<file path="config.mk">
export PLATFORM = sky130hd
export DESIGN_NAME = sequenciador_pilha_rpn_flat
export DESIGN_NICKNAME = d
export VERILOG_FILES = /design/src/rtl/sequenciador_pilha_rpn_pkg.sv /design/src/rtl/sequenciador_pilha_rpn_if.sv /design/src/rtl/sequenciador_pilha_rpn_pilha.sv /design/src/rtl/sequenciador_pilha_rpn.sv /design/src/flat_wrapper.sv
export SDC_FILE = /design/constraint.sdc
export NUM_CORES = 1
export LEC_CHECK = 0
export CELL_PAD_IN_SITES_DETAIL_PLACEMENT = 2
export CELL_PAD_IN_SITES_GLOBAL_PLACEMENT = 2
export CORE_ASPECT_RATIO = 0.5
export CORE_MARGIN = 10
export CORE_UTILIZATION = 39
export DETAILED_ROUTE_END_ITERATION = 10
export GPL_ROUTABILITY_DRIVEN = 0
export PLACE_DENSITY_LB_ADDON = 0.1
export SLEW_MARGIN = 20
export SYNTH_ARGS = -nofsm -noshare
export SYNTH_HDL_FRONTEND = slang
export SYNTH_SLANG_ARGS = --single-unit
</file>
<file path="constraint.sdc">
create_clock -name clk -period 6.37 [get_ports clk]
set_input_delay 1.274 -clock clk [delete_from_list [all_inputs] [get_ports clk]]
set_output_delay 1.274 -clock clk [all_outputs]
set_load 0.005 [all_outputs]
</file>
<file path="src/rtl/sequenciador_pilha_rpn_pkg.sv">
// Shared types for the RPN calculator: sequencer states, error codes
// and the opcode set understood by the ALU.
package calc_rpn_pkg;

    typedef enum logic [1:0] {
        OCIOSO,
        DISPARA,
        ESPERA
    } estado_t;

    typedef enum logic [1:0] {
        ERR_NONE = 2'd0,
        ERR_OVF  = 2'd1,
        ERR_UNF  = 2'd2,
        ERR_ULA  = 2'd3
    } erro_t;

    localparam logic [2:0] OP_ADD = 3'd0;
    localparam logic [2:0] OP_SUB = 3'd1;
    localparam logic [2:0] OP_MUL = 3'd2;
    localparam logic [2:0] OP_DIV = 3'd3;
    localparam logic [2:0] OP_AND = 3'd4;
    localparam logic [2:0] OP_OR  = 3'd5;
    localparam logic [2:0] OP_XOR = 3'd6;
    localparam logic [2:0] OP_NOT = 3'd7;

endpackage

</file>
<file path="src/rtl/sequenciador_pilha_rpn_if.sv">
// Sequencer <-> ALU handshake: operands/opcode with a start strobe out,
// result/fault qualified by done back.
interface sequenciador_pilha_rpn_if #(
    parameter int DATA_W = 8
) ();
    logic [DATA_W-1:0] ula_a;
    logic [DATA_W-1:0] ula_b;
    logic [2:0]        ula_op;
    logic              ula_start;
    logic              ula_done;
    logic [DATA_W-1:0] ula_resultado;
    logic              ula_erro;

    modport master (
        output ula_a, ula_b, ula_op, ula_start,
        input  ula_done, ula_resultado, ula_erro
    );

    modport slave (
        input  ula_a, ula_b, ula_op, ula_start,
        output ula_done, ula_resultado, ula_erro
    );
endinterface

</file>
<file path="src/rtl/sequenciador_pilha_rpn_pilha.sv">
// Operand stack storage: push, atomic pop-two-push-one, clear.
// Exposes top/second (0 when absent) and current depth.
module pilha_registradores #(
    parameter int DATA_W      = 8,
    parameter int STACK_DEPTH = 4
) (
    input  logic                           clk,
    input  logic                           reset_n,
    input  logic                           push,
    input  logic                           pop2_push,
    input  logic                           clear,
    input  logic [DATA_W-1:0]              dado,
    output logic [DATA_W-1:0]              top,
    output logic [DATA_W-1:0]              second,
    output logic [$clog2(STACK_DEPTH):0]   depth
);
    localparam int AW = $clog2(STACK_DEPTH);
    localparam int PW = AW + 1;

    logic [DATA_W-1:0] mem [STACK_DEPTH];
    logic [PW-1:0]     cnt;
    logic [AW-1:0]     push_idx;
    logic [AW-1:0]     top_idx;
    logic [AW-1:0]     sec_idx;
    logic              can_push;
    logic              can_pop2;

    assign push_idx = AW'(cnt);
    assign top_idx  = AW'(cnt - PW'(1));
    assign sec_idx  = AW'(cnt - PW'(2));
    assign can_push = (cnt < PW'(STACK_DEPTH));
    assign can_pop2 = (cnt >= PW'(2));

    // Entry storage; contents above the pointer are don't-care, so no reset.
    always_ff @(posedge clk) begin
        if (!clear) begin
            if (push && can_push)
                mem[push_idx] <= dado;
            else if (pop2_push && can_pop2)
                mem[sec_idx] <= dado;
        end
    end

    // Stack pointer; saturates at both ends instead of wrapping.
    always_ff @(posedge clk or negedge reset_n) begin
        if (!reset_n)
            cnt <= '0;
        else if (clear)
            cnt <= '0;
        else if (push && can_push)
            cnt <= cnt + PW'(1);
        else if (pop2_push && can_pop2)
            cnt <= cnt - PW'(1);
    end

    // Gate reads so an empty or single-entry stack shows zeros.
    always_comb begin
        top    = '0;
        second = '0;
        if (cnt >= PW'(1))
            top = mem[top_idx];
        if (cnt >= PW'(2))
            second = mem[sec_idx];
    end

    assign depth = cnt;
endmodule

</file>
<file path="src/rtl/sequenciador_pilha_rpn.sv">
// RPN sequencer: stack commands from pulse inputs, ALU dispatch through a
// start/done handshake with a bounded wait, sticky error code.
module sequenciador_pilha_rpn
    import calc_rpn_pkg::*;
#(
    parameter int DATA_W      = 8,
    parameter int STACK_DEPTH = 4,
    parameter int TIMEOUT     = 15
) (
    input  logic                          clk,
    input  logic                          reset_n,
    input  logic                          enter_pulso,
    input  logic                          executar_pulso,
    input  logic                          limpar_pulso,
    input  logic [DATA_W-1:0]             dados_entrada,
    input  logic [2:0]                    sel_op,
    sequenciador_pilha_rpn_if.master      ula,
    output logic [DATA_W-1:0]             topo,
    output logic [$clog2(STACK_DEPTH):0]  profundidade,
    output logic                          ocupado,
    output logic [1:0]                    erro
);
    localparam int PW = $clog2(STACK_DEPTH) + 1;
    localparam int CW = $clog2(TIMEOUT + 1);

    estado_t           estado, estado_prox;
    erro_t             erro_r, erro_prox;
    logic [CW-1:0]     tmo, tmo_prox;
    logic [DATA_W-1:0] a_r, b_r;
    logic [2:0]        op_r;
    logic              captura;
    logic              push, pop2_push, clear;
    logic [DATA_W-1:0] dado_pilha;
    logic [DATA_W-1:0] segundo;

    pilha_registradores #(
        .DATA_W      (DATA_W),
        .STACK_DEPTH (STACK_DEPTH)
    ) u_pilha (
        .clk       (clk),
        .reset_n   (reset_n),
        .push      (push),
        .pop2_push (pop2_push),
        .clear     (clear),
        .dado      (dado_pilha),
        .top       (topo),
        .second    (segundo),
        .depth     (profundidade)
    );

    // State, error, wait counter and operand/opcode snapshot.
    always_ff @(posedge clk or negedge reset_n) begin
        if (!reset_n) begin
            estado <= OCIOSO;
            erro_r <= ERR_NONE;
            tmo    <= '0;
            a_r    <= '0;
            b_r    <= '0;
            op_r   <= '0;
        end else begin
            estado <= estado_prox;
            erro_r <= erro_prox;
            tmo    <= tmo_prox;
            if (captura) begin
                a_r  <= segundo;
                b_r  <= topo;
                op_r <= sel_op;
            end
        end
    end

    // Command decode and next state; limpar wins over everything, even mid-op.
    always_comb begin
        estado_prox = estado;
        erro_prox   = erro_r;
        tmo_prox    = tmo;
        captura     = 1'b0;
        push        = 1'b0;
        pop2_push   = 1'b0;
        clear       = 1'b0;
        dado_pilha  = dados_entrada;
        case (estado)
            OCIOSO: begin
                tmo_prox = '0;
                if (limpar_pulso) begin
                    clear     = 1'b1;
                    erro_prox = ERR_NONE;
                end else if (executar_pulso) begin
                    if (profundidade < PW'(2)) begin
                        erro_prox = ERR_UNF;
                    end else begin
                        captura     = 1'b1;
                        erro_prox   = ERR_NONE;
                        estado_prox = DISPARA;
                    end
                end else if (enter_pulso) begin
                    if (profundidade == PW'(STACK_DEPTH)) begin
                        erro_prox = ERR_OVF;
                    end else begin
                        push      = 1'b1;
                        erro_prox = ERR_NONE;
                    end
                end
            end
            DISPARA: begin
                tmo_prox = '0;
                if (limpar_pulso) begin
                    clear       = 1'b1;
                    erro_prox   = ERR_NONE;
                    estado_prox = OCIOSO;
                end else begin
                    estado_prox = ESPERA;
                end
            end
            ESPERA: begin
                if (limpar_pulso) begin
                    clear       = 1'b1;
                    erro_prox   = ERR_NONE;
                    estado_prox = OCIOSO;
                end else if (ula.ula_done) begin
                    if (ula.ula_erro) begin
                        erro_prox = ERR_ULA;
                    end else begin
                        pop2_push  = 1'b1;
                        dado_pilha = ula.ula_resultado;
                        erro_prox  = ERR_NONE;
                    end
                    estado_prox = OCIOSO;
                end else if (tmo == CW'(TIMEOUT - 1)) begin
                    erro_prox   = ERR_ULA;
                    estado_prox = OCIOSO;
                end else begin
                    tmo_prox = tmo + CW'(1);
                end
            end
            default: estado_prox = OCIOSO;
        endcase
    end

    assign ula.ula_a     = a_r;
    assign ula.ula_b     = b_r;
    assign ula.ula_op    = op_r;
    assign ula.ula_start = (estado == DISPARA);
    assign ocupado       = (estado != OCIOSO);
    assign erro          = erro_r;
endmodule

</file>
<file path="src/flat_wrapper.sv">
// flat-port wrapper written by rule: the top's interface ports become plain ports
module sequenciador_pilha_rpn_flat import calc_rpn_pkg::*;
#(
    parameter int DATA_W      = 8,
    parameter int STACK_DEPTH = 4,
    parameter int TIMEOUT     = 15
)
  (clk, reset_n, enter_pulso, executar_pulso, limpar_pulso, dados_entrada, sel_op, topo, profundidade, ocupado, erro, ula_ula_a, ula_ula_b, ula_ula_op, ula_ula_start, ula_ula_done, ula_ula_resultado, ula_ula_erro);
  sequenciador_pilha_rpn_if #(.DATA_W(DATA_W)) ula_i ();
  input  logic clk;
  input  logic reset_n;
  input  logic enter_pulso;
  input  logic executar_pulso;
  input  logic limpar_pulso;
  input  logic [DATA_W-1:0] dados_entrada;
  input  logic [2:0] sel_op;
  output logic [DATA_W-1:0] topo;
  output logic [$clog2(STACK_DEPTH):0] profundidade;
  output logic ocupado;
  output logic [1:0] erro;
  output wire logic [$bits(ula_i.ula_a)-1:0] ula_ula_a;
  output wire logic [$bits(ula_i.ula_b)-1:0] ula_ula_b;
  output wire logic [$bits(ula_i.ula_op)-1:0] ula_ula_op;
  output wire logic [$bits(ula_i.ula_start)-1:0] ula_ula_start;
  input wire logic [$bits(ula_i.ula_done)-1:0] ula_ula_done;
  input wire logic [$bits(ula_i.ula_resultado)-1:0] ula_ula_resultado;
  input wire logic [$bits(ula_i.ula_erro)-1:0] ula_ula_erro;
  assign ula_ula_a = ula_i.ula_a;
  assign ula_ula_b = ula_i.ula_b;
  assign ula_ula_op = ula_i.ula_op;
  assign ula_ula_start = ula_i.ula_start;
  assign ula_i.ula_done = ula_ula_done;
  assign ula_i.ula_resultado = ula_ula_resultado;
  assign ula_i.ula_erro = ula_ula_erro;
  sequenciador_pilha_rpn #(.DATA_W(DATA_W), .STACK_DEPTH(STACK_DEPTH), .TIMEOUT(TIMEOUT)) u_core (.clk(clk), .reset_n(reset_n), .enter_pulso(enter_pulso), .executar_pulso(executar_pulso), .limpar_pulso(limpar_pulso), .dados_entrada(dados_entrada), .sel_op(sel_op), .ula(ula_i), .topo(topo), .profundidade(profundidade), .ocupado(ocupado), .erro(erro));
endmodule
</file>
==> impl_metrics.ini, run 1 <==
[sta]
tightest_slew_ns = 0.8647
setup_viol = 0
min_period_over_period_pct = 72.17
max_freq_mhz = 217.5
rsz0062_at_grt = no
hold_viol_final = 0
post-route-min-period_ns = 4.597
fin_skew_ns = 0.005087
tns_ns = 0
slew_viol_final = 0
maxSlewHeadroom_pct = 42.14

[route]
via_per_inst = 5.259
vias = 2009
drtAntennaViolNets = 0
drc = 0
wl_mm = 8.039
firstDrtPassIters = 4
wl_per_cell_um = 21.04
drt_iter0_markers = 66

[cts]
cts_root_buffer = clkbuf_16
clock-sinks = 62
path_clk_slew_ns = 0.05
h-tree-depth = 3
holdBufCountCts = 0
cts-resized-gates = 0
clock_latency_ns = 0.33
cts_tree = done
postCtsSetupBuffers = 0
cts_buffers = 9
cts_max_path_buffers = 2

[synth]
async_reset_ff_share_pct = 48.39
yosys_register_bits = 62
synthesis.instances = 207
synth.cell_area_um2 = 3129
synth-main-ff-cell = edfxtp_1
synth_nets = 244
yosys_warnings = 0
synth-seq-area-share_pct = 54.70
synth.distinct_cells = 41
synth-edff-count = 32
avgSynthCellArea_um2 = 15.12

[power_and_ir_drop]
p_sw_w = 0.0005142
cellLeakagePower_nw = 1.575
intPower_w = 0.001199
clkPwrFrac_pct = 27.2
p_seq_share_pct = 32.7
irDropWorstVdd_uv = 158.6
pwr-share-comb_pct = 40.1
power_density_nw_per_um2 = 418.8
p_sw_share_pct = 30.02

[die]
fp.dieH_um = 83.34
dieArea_um2 = 12220
core-area_um2 = 7570
io_pins = 60
start_util_pct = 41.34
row_count = 22
fp.dieW_um = 146.7

[setup_path]
crit_chain = inv_1, ha_1, mux4_2, nor2b_1, clkdlybuf4s50_1
critical_path.endpoint_type = primary output
max_stage_delay_ns = 0.82
critPathRequiredTime_ns = 5.10
cp_data_arrival_time_ns = 3.32
critPathBufInv = 2
crit_path_top_delay_cell = dfrtp_1
path_delay_family = flip-flops
critPathLaunchType = flop
critPathKind = flop to primary output
crit_fanout = 19

[global_route]
grt_pass1_vias = 2334
grt_max_degree = 31
grt_util_all_layers_pct = 13.52
antenna_found_initial = 0
gr-total-overflow = 0
grt_pass1_wl_mm = 12.99

[place]
place_area_um2 = 3806
placed_cells = 366
numPortBuffers = 59
detailed_place_hpwl_mm = 5.835

[min_path]
min_path_type = flop to flop

[final_layout]
antenna_cells = 0
stdcell_count = 382
area_delta_synth_final_pct = 30.71
drive_gt1_share_pct = 20.80
stdcell_area_um2 = 4090
final_nets = 306
fin_util_pct = 54.03

[run]
maxCapViolCount = 0

[status]
status = finished, final reports clean
-- flip-flops by register name (all words and copies together), names as in the netlist --
name                  cells
u_core.tmo                4
u_core.ula.ula_op         3
u_core.estado             2
u_core.erro               2
u_core.ula.ula_a          8
u_core.ula.ula_b          8
u_core.u_pilha.mem       32
u_core.u_pilha.depth      3
-- path summary, 6_finish.rpt --
| check | cells after the start | to | startpoint | slack [ns] |
|---|---|---|---|---|
| min in group asynchronous | 2 | u_core.ula.ula_a[6]$_DFFE_PN0P_ | reset_n | 1.36 |
| max | 5 | topo[7] | u_core.u_pilha.depth[1]$_DFFE_PN0P_ | 1.77 |
| min | 1 | u_core.ula.ula_op[0]$_DFFE_PN0P_ | u_core.ula.ula_op[0]$_DFFE_PN0P_ | 0.51 |
| min reg2reg | 1 | u_core.ula.ula_op[0]$_DFFE_PN0P_ | u_core.ula.ula_op[0]$_DFFE_PN0P_ | 0.51 |
| max reg2reg | 5 | u_core.ula.ula_b[7]$_DFFE_PN0P_ | u_core.u_pilha.depth[1]$_DFFE_PN0P_ | 3.46 |
| max in group asynchronous | 2 | u_core.tmo[1]$_DFFE_PN0P_ | reset_n | 4.71 |
-- cells in the mapped netlist, types with 3 or more instances --
cell / n / area (um2)
nor2b_1: 7 / 43.79
mux4_2: 7 / 157.7
nand2b_1: 4 / 25.02
mux4_1: 9 / 236.5
edfxtp_1: 32 / 960.9
inv_1: 7 / 26.28
dfrtp_1: 30 / 750.7
mux2_2: 30 / 337.8
a21oi_1: 7 / 35.03
ha_1: 11 / 137.6
nand3_1: 6 / 30.03
o21ai_0: 5 / 25.02
clkbuf_1: 3 / 11.26
nor2_1: 11 / 41.29
nand2_1: 5 / 18.77
-- power groups by stage --
stage | Combinational (W) | Sequential (W) | Clock (W)
6_report | 0.000686 | 0.000561 | 0.000466
5_1_grt | 0.000754 | 0.000572 | 0.000492
4_1_cts | 0.000707 | 0.000562 | 0.000477
3_5_place_dp | 0.000697 | 0.000568 | 0
3_3_place_gp | 0.000672 | 0.000559 | 0
2_1_floorplan | 0.000385 | 0.000552 | 0
-- cell type report --
class / instances / area [um2]
fillers: 676 / 3480
clock inverters: 5 / 51.30
clock buffers: 11 / 232.7
flip-flops and latches: 62 / 1712
well taps: 108 / 135.1
inverters: 7 / 26.28
multi-input cells: 127 / 1320
repair buffers: 62 / 613.1
-- placed cells by master (no fill, tap or decap), types with 3 or more instances in the layout --
cell,netlist,final
clkdlybuf4s50_1,0,59
edfxtp_1,32,32
mux2_2,30,30
dfrtp_1,30,30
nor2_1,11,11
ha_1,11,11
mux4_1,9,9
clkbuf_16,0,9
inv_1,7,7
mux4_2,7,7
nor2b_1,7,7
a21oi_1,7,7
nand3_1,6,6
nand2_1,5,5
o21ai_0,5,5
nand2b_1,4,4
buf_4,2,3
-- kinds of logic after synthesis --
logic type / synth area share [%]
simple gates: 9.037
fa+ha+maj: 4.398
mux: 23.71
xor+xnor: 0.5599
compound gates: 3.999
buf+inv: 3.599
flops: 54.70
-- metal layers --
layer / global-route usage (%) / wire (um) / up-vias
met3: 3.626 / 248 / 7
met1: 15.30 / 3562 / 1050
met5: 0 / 0 / -
met4: 4.305 / 91 / 0
met2: 24.22 / 4136 / 34
li1: - / - / 918
-- through the flow --
stage                     power (W)  hold slack [ns]  worst slack, ns
after floorplan           0.0009367           0.4992            3.124
after global placement     0.001231           0.4863            2.227
after detailed placement   0.001265           0.4988            2.074
after CTS                  0.001746           0.5113            1.725
after global routing       0.001819           0.5360            1.610
final                      0.001713           0.5102            1.773
Note: power is estimated with default switching activity, not from simulation.
==> run 2: changes to the inputs <==
CORE_UTILIZATION = 33   (was 39)
clock period = 3.75 ns   (was 6.37 ns; I/O delays follow)
==> impl_metrics.ini, run 2 (synthesis results as in run 1) <==
[power_and_ir_drop]
cellLeakagePower_nw = 1.611
p_sw_w = 0.0009165
p_seq_share_pct = 31.4
power_density_nw_per_um2 = 712.4
clkPwrFrac_pct = 28.1
irDropWorstVdd_uv = 251.6
intPower_w = 0.002047
p_sw_share_pct = 30.92
pwr-share-comb_pct = 40.6

[setup_path]
r2r_start = u_core.estado[0]$_DFFE_PN0P_
reg2reg_slack_ns = 1.31
cp_data_arrival_time_ns = 2.62
critPathLaunchType = flop
critical_path.endpoint_type = primary output
r2r_end = u_core.u_pilha.mem[0][7]$_DFFE_PP_
rr_worst_depth = 7
critPathKind = flop to primary output
crit_fanout = 10
critPathRequiredTime_ns = 3.00

[route]
top_layer = met4
wl_met3_um = 473
wl_mm = 8.823
drc = 0
vias = 2052
wl_per_cell_um = 22.22
via_per_inst = 5.169
drtAntennaViolNets = 0
wirelength_met1_mm = 3.804
route.met2.wl_mm = 4.367
drt_iter0_markers = 85
firstDrtPassIters = 4

[final_layout]
nFillCells = 855
antenna_cells = 0
final_common_cell = clkdlybuf4s50_1
area_delta_synth_final_pct = 32.95
drive_gt1_share_pct = 23.57
stdcell_count = 397
final_nets = 312
largest-register = u_core.u_pilha.mem
largest_register_ffs = 32
layout_common_cells = clkdlybuf4s50_1, edfxtp_1, mux2_2, dfrtp_1

[run]
maxCapViolCount = 0

[global_route]
gr-total-overflow = 0
antenna_found_initial = 0
grt_pass1_vias = 2300
grt_pass1_wl_mm = 13.92
grt_util_all_layers_pct = 13.51
grt_max_degree = 31

[place]
placed_cells = 381
numPortBuffers = 59
detailed_place_hpwl_mm = 6.178

[cts]
path_clk_slew_ns = 0.05
clock_latency_ns = 0.34
holdBufCountCts = 0
cts_tree = done
h-tree-depth = 3
cts_root_buffer = clkbuf_16
clock-sinks = 62
postCtsSetupBuffers = 0
cts-resized-gates = 0
cts_buffers = 9
cts_max_path_buffers = 2

[min_path]
min_to = u_core.ula.ula_a[1]$_DFFE_PN0P_
whs_path_depth = 1
min_path_type = flop to flop
hold_start = u_core.ula.ula_a[1]$_DFFE_PN0P_

[sta]
post-route-min-period_ns = 3.372
setup_viol = 0
min_period_over_period_pct = 89.92
tns_ns = 0
tightest_slew_ns = 0.6460
rsz0062_at_grt = no
max_freq_mhz = 296.6
fin_skew_ns = 0.004967
maxSlewHeadroom_pct = 56.61
slew_viol_final = 0
hold_viol_final = 0

[die]
fp.dieH_um = 88.86
core-area_um2 = 8979
fp.dieW_um = 157.7
io_pins = 60
row_count = 24
dieArea_um2 = 14010
start_util_pct = 34.85

[status]
status = finished, final reports clean
run 2: cell types whose count changed in the layout (fill, tap and decap cells not counted):
cell / delta
inv_6: +1
clkinvlp_4: +1
buf_4: +6
clkinv_1: -1
clkbuf_1: -2
clkinv_4: +1
run 2: worst max-delay path by stage:
stage | start | end | cells past startpoint
floorplan | u_core.u_pilha.depth[0]$_DFFE_PN0P_ | topo[7] | 8
global placement | u_core.u_pilha.depth[0]$_DFFE_PN0P_ | topo[3] | 5
detailed placement | limpar_pulso | u_core.u_pilha.mem[0][6]$_DFFE_PP_ | 6
CTS | u_core.u_pilha.depth[1]$_DFFE_PN0P_ | topo[7] | 5
global route | u_core.u_pilha.depth[0]$_DFFE_PN0P_ | topo[3] | 5
finish | u_core.u_pilha.depth[1]$_DFFE_PN0P_ | topo[7] | 5
run 2: through the flow:
stage | utilization (%) | area, um2 | hold slack (ns) | worst slack, ns | total power, W
final | 46.34 | 4160 | 0.5084 | 0.3779 | 0.002964
after floorplan | - | 3129 | 0.4544 | 1.028 | 0.001591
after detailed placement | 43.02 | 3862 | 0.4925 | 0.7028 | 0.002160
after global routing | 46.34 | 4160 | 0.5186 | 0.2235 | 0.003153
after CTS | 46.34 | 4160 | 0.5108 | 0.3200 | 0.003032
after global placement | 43.02 | 3862 | 0.4876 | 0.7404 | 0.002109
run 2: critical path: stages (launching register included):
cell	delay, ns
dfrtp_1	0.35
inv_1	0.12
ha_1	0.63
mux4_2	0.55
nor2b_1	0.15
clkdlybuf4s50_1	0.49
run 2: layer usage:
metal  up-vias  track usage [%]
met2        45            22.79
li1        926                -
met4         0            6.914
met1      1066            15.46
met3        15            4.165
met5         -                0
run 2: final cells by class:
cell class,count,area [um2],area share (%)
flip-flops and latches,62,1712,41.14
multi-input cells,127,1320,31.73
repair buffers,68,658.1,15.82
clock buffers,9,225.2,5.414
well taps,117,146.4,3.519
clock inverters,7,72.57,1.744
inverters,7,26.28,0.6316
run 2: power by group through the flow:
stage	clock network, W	registers (W)	logic, W
6_report	0.000832	0.000930	0.00120
5_1_grt	0.000887	0.000949	0.00132
4_1_cts	0.000856	0.000934	0.00124
3_5_place_dp	0	0.000941	0.00122
3_3_place_gp	0	0.000925	0.00118
2_1_floorplan	0	0.000937	0.000654
==> run 3: changes to the inputs <==
CAP_MARGIN = 20   (was not set)
CORE_UTILIZATION = 36   (was 33)
clock period = 3.58 ns   (was 3.75 ns; I/O delays follow)
==> impl_metrics.ini, run 3 (synthesis results as in run 1) <==
[status]
status = finished, final reports clean

[setup_path]
reg2reg_slack_ns = 1.03
rr_worst_depth = 7
r2r_start = u_core.estado[0]$_DFFE_PN0P_
critPathKind = flop to primary output
crit_fanout = 25
critical_path.endpoint_type = primary output
critPathLaunchType = flop
r2r_end = u_core.u_pilha.mem[0][1]$_DFFE_PP_
critPathRequiredTime_ns = 2.86
cp_data_arrival_time_ns = 2.65

[final_layout]
area_delta_synth_final_pct = 32.51
regArea_um2 = 1712
largest_register_ffs = 32
largest-register = u_core.u_pilha.mem
stdcell_area_um2 = 4146
antenna_cells = 0
layout_common_cells = clkdlybuf4s50_1, edfxtp_1, mux2_2, dfrtp_1
final_nets = 311
nFillCells = 797
final_common_cell = clkdlybuf4s50_1
multi_input_area_um2 = 1320
drive_gt1_share_pct = 23.66

[cts]
cts_root_buffer = clkbuf_16
clock_latency_ns = 0.33
holdBufCountCts = 0
path_clk_slew_ns = 0.06
cts-resized-gates = 0
clock-sinks = 62
cts_buffers = 9
postCtsSetupBuffers = 0
h-tree-depth = 3
cts_tree = done
cts_max_path_buffers = 2

[die]
fp.dieW_um = 151.9
dieArea_um2 = 13050
core-area_um2 = 8230
row_count = 23
io_pins = 60
fp.dieH_um = 85.93
start_util_pct = 38.02

[sta]
setup_viol = 0
slew_viol_final = 0
min_period_over_period_pct = 93.95
post-route-min-period_ns = 3.363
max_freq_mhz = 297.3
rsz0062_at_grt = no
maxSlewHeadroom_pct = 50.49
tns_ns = 0
fin_skew_ns = 0.005385
tightest_slew_ns = 0.7371
setup_ws_ns = 0.2165
whs_ns = 0.5031
hold_viol_final = 0

[route]
drt_iter0_markers = 76
drc = 0
via_per_inst = 5.187
wl_per_cell_um = 22.45
drtAntennaViolNets = 0
firstDrtPassIters = 4
wl_mm = 8.779
vias = 2028

[power_and_ir_drop]
total_power_w = 0.003113
cellLeakagePower_nw = 1.605
irDropWorstVdd_uv = 272.5
power_density_nw_per_um2 = 750.6

[run]
maxCapViolCount = 0

[place]
numPortBuffers = 59
detailed_place_hpwl_mm = 6.007
dp_slack_ns = 0.5626
place_area_um2 = 3849

[min_path]
whs_path_depth = 1
min_path_type = flop to flop
min_to = u_core.ula.ula_b[4]$_DFFE_PN0P_
hold_start = u_core.ula.ula_b[4]$_DFFE_PN0P_

[global_route]
gr-total-overflow = 0
grt_util_all_layers_pct = 13.84
grt_pass1_wl_mm = 14.12
antenna_found_initial = 0
grt_pass1_vias = 2385
grt_max_degree = 31
run 3: layer usage:
layer | vias up | track usage, % | routed length, um
li1 | 921 | - | -
met1 | 1055 | 16.28 | 4023
met2 | 40 | 23.94 | 4370
met3 | 12 | 3.886 | 260
met4 | 0 | 4.952 | 124
met5 | - | 0 | 0
run 3: area by class of cell:
cell class | instances | area share (%)
inverters | 7 | 0.6337
clock inverters | 7 | 1.750
multi-input cells | 127 | 31.83
repair buffers | 67 | 15.69
clock buffers | 9 | 5.431
well taps | 112 | 3.380
flip-flops and latches | 62 | 41.28
run 3: where the power goes:
group,total [W],switching (W),internal (W)
combinational,0.00127,0.000558,0.000715
clock,0.000870,0.000331,0.000539
sequential,0.000970,0.0000779,0.000893
run 3: worst max-delay path by stage:
stage / from / to / slack, ns / depth (start not counted)
after detailed placement: u_core.u_pilha.depth[1]$_DFFE_PN0P_ / topo[7] / 0.56 / 5
after floorplan: u_core.u_pilha.depth[0]$_DFFE_PN0P_ / topo[7] / 0.89 / 8
after global placement: limpar_pulso / u_core.u_pilha.mem[1][2]$_DFFE_PP_ / 0.59 / 6
final: u_core.u_pilha.depth[0]$_DFFE_PN0P_ / topo[3] / 0.22 / 5
after CTS: u_core.u_pilha.depth[1]$_DFFE_PN0P_ / topo[7] / 0.17 / 5
after global routing: u_core.u_pilha.depth[1]$_DFFE_PN0P_ / topo[7] / 0.04 / 5
run 3: critical path: stages (launching register included):
cell	delay [ns]
dfrtp_1	0.38
buf_4	0.26
ha_1	0.28
nor4_4	0.69
nor2b_1	0.19
clkdlybuf4s50_1	0.50
run 3: metrics by stage:
step	std cells	util (%)
2_1_floorplan	207	-
3_3_place_gp	375	46.76
3_5_place_dp	375	46.76
4_1_cts	391	50.38
5_1_grt	391	50.38
6_report	391	50.38
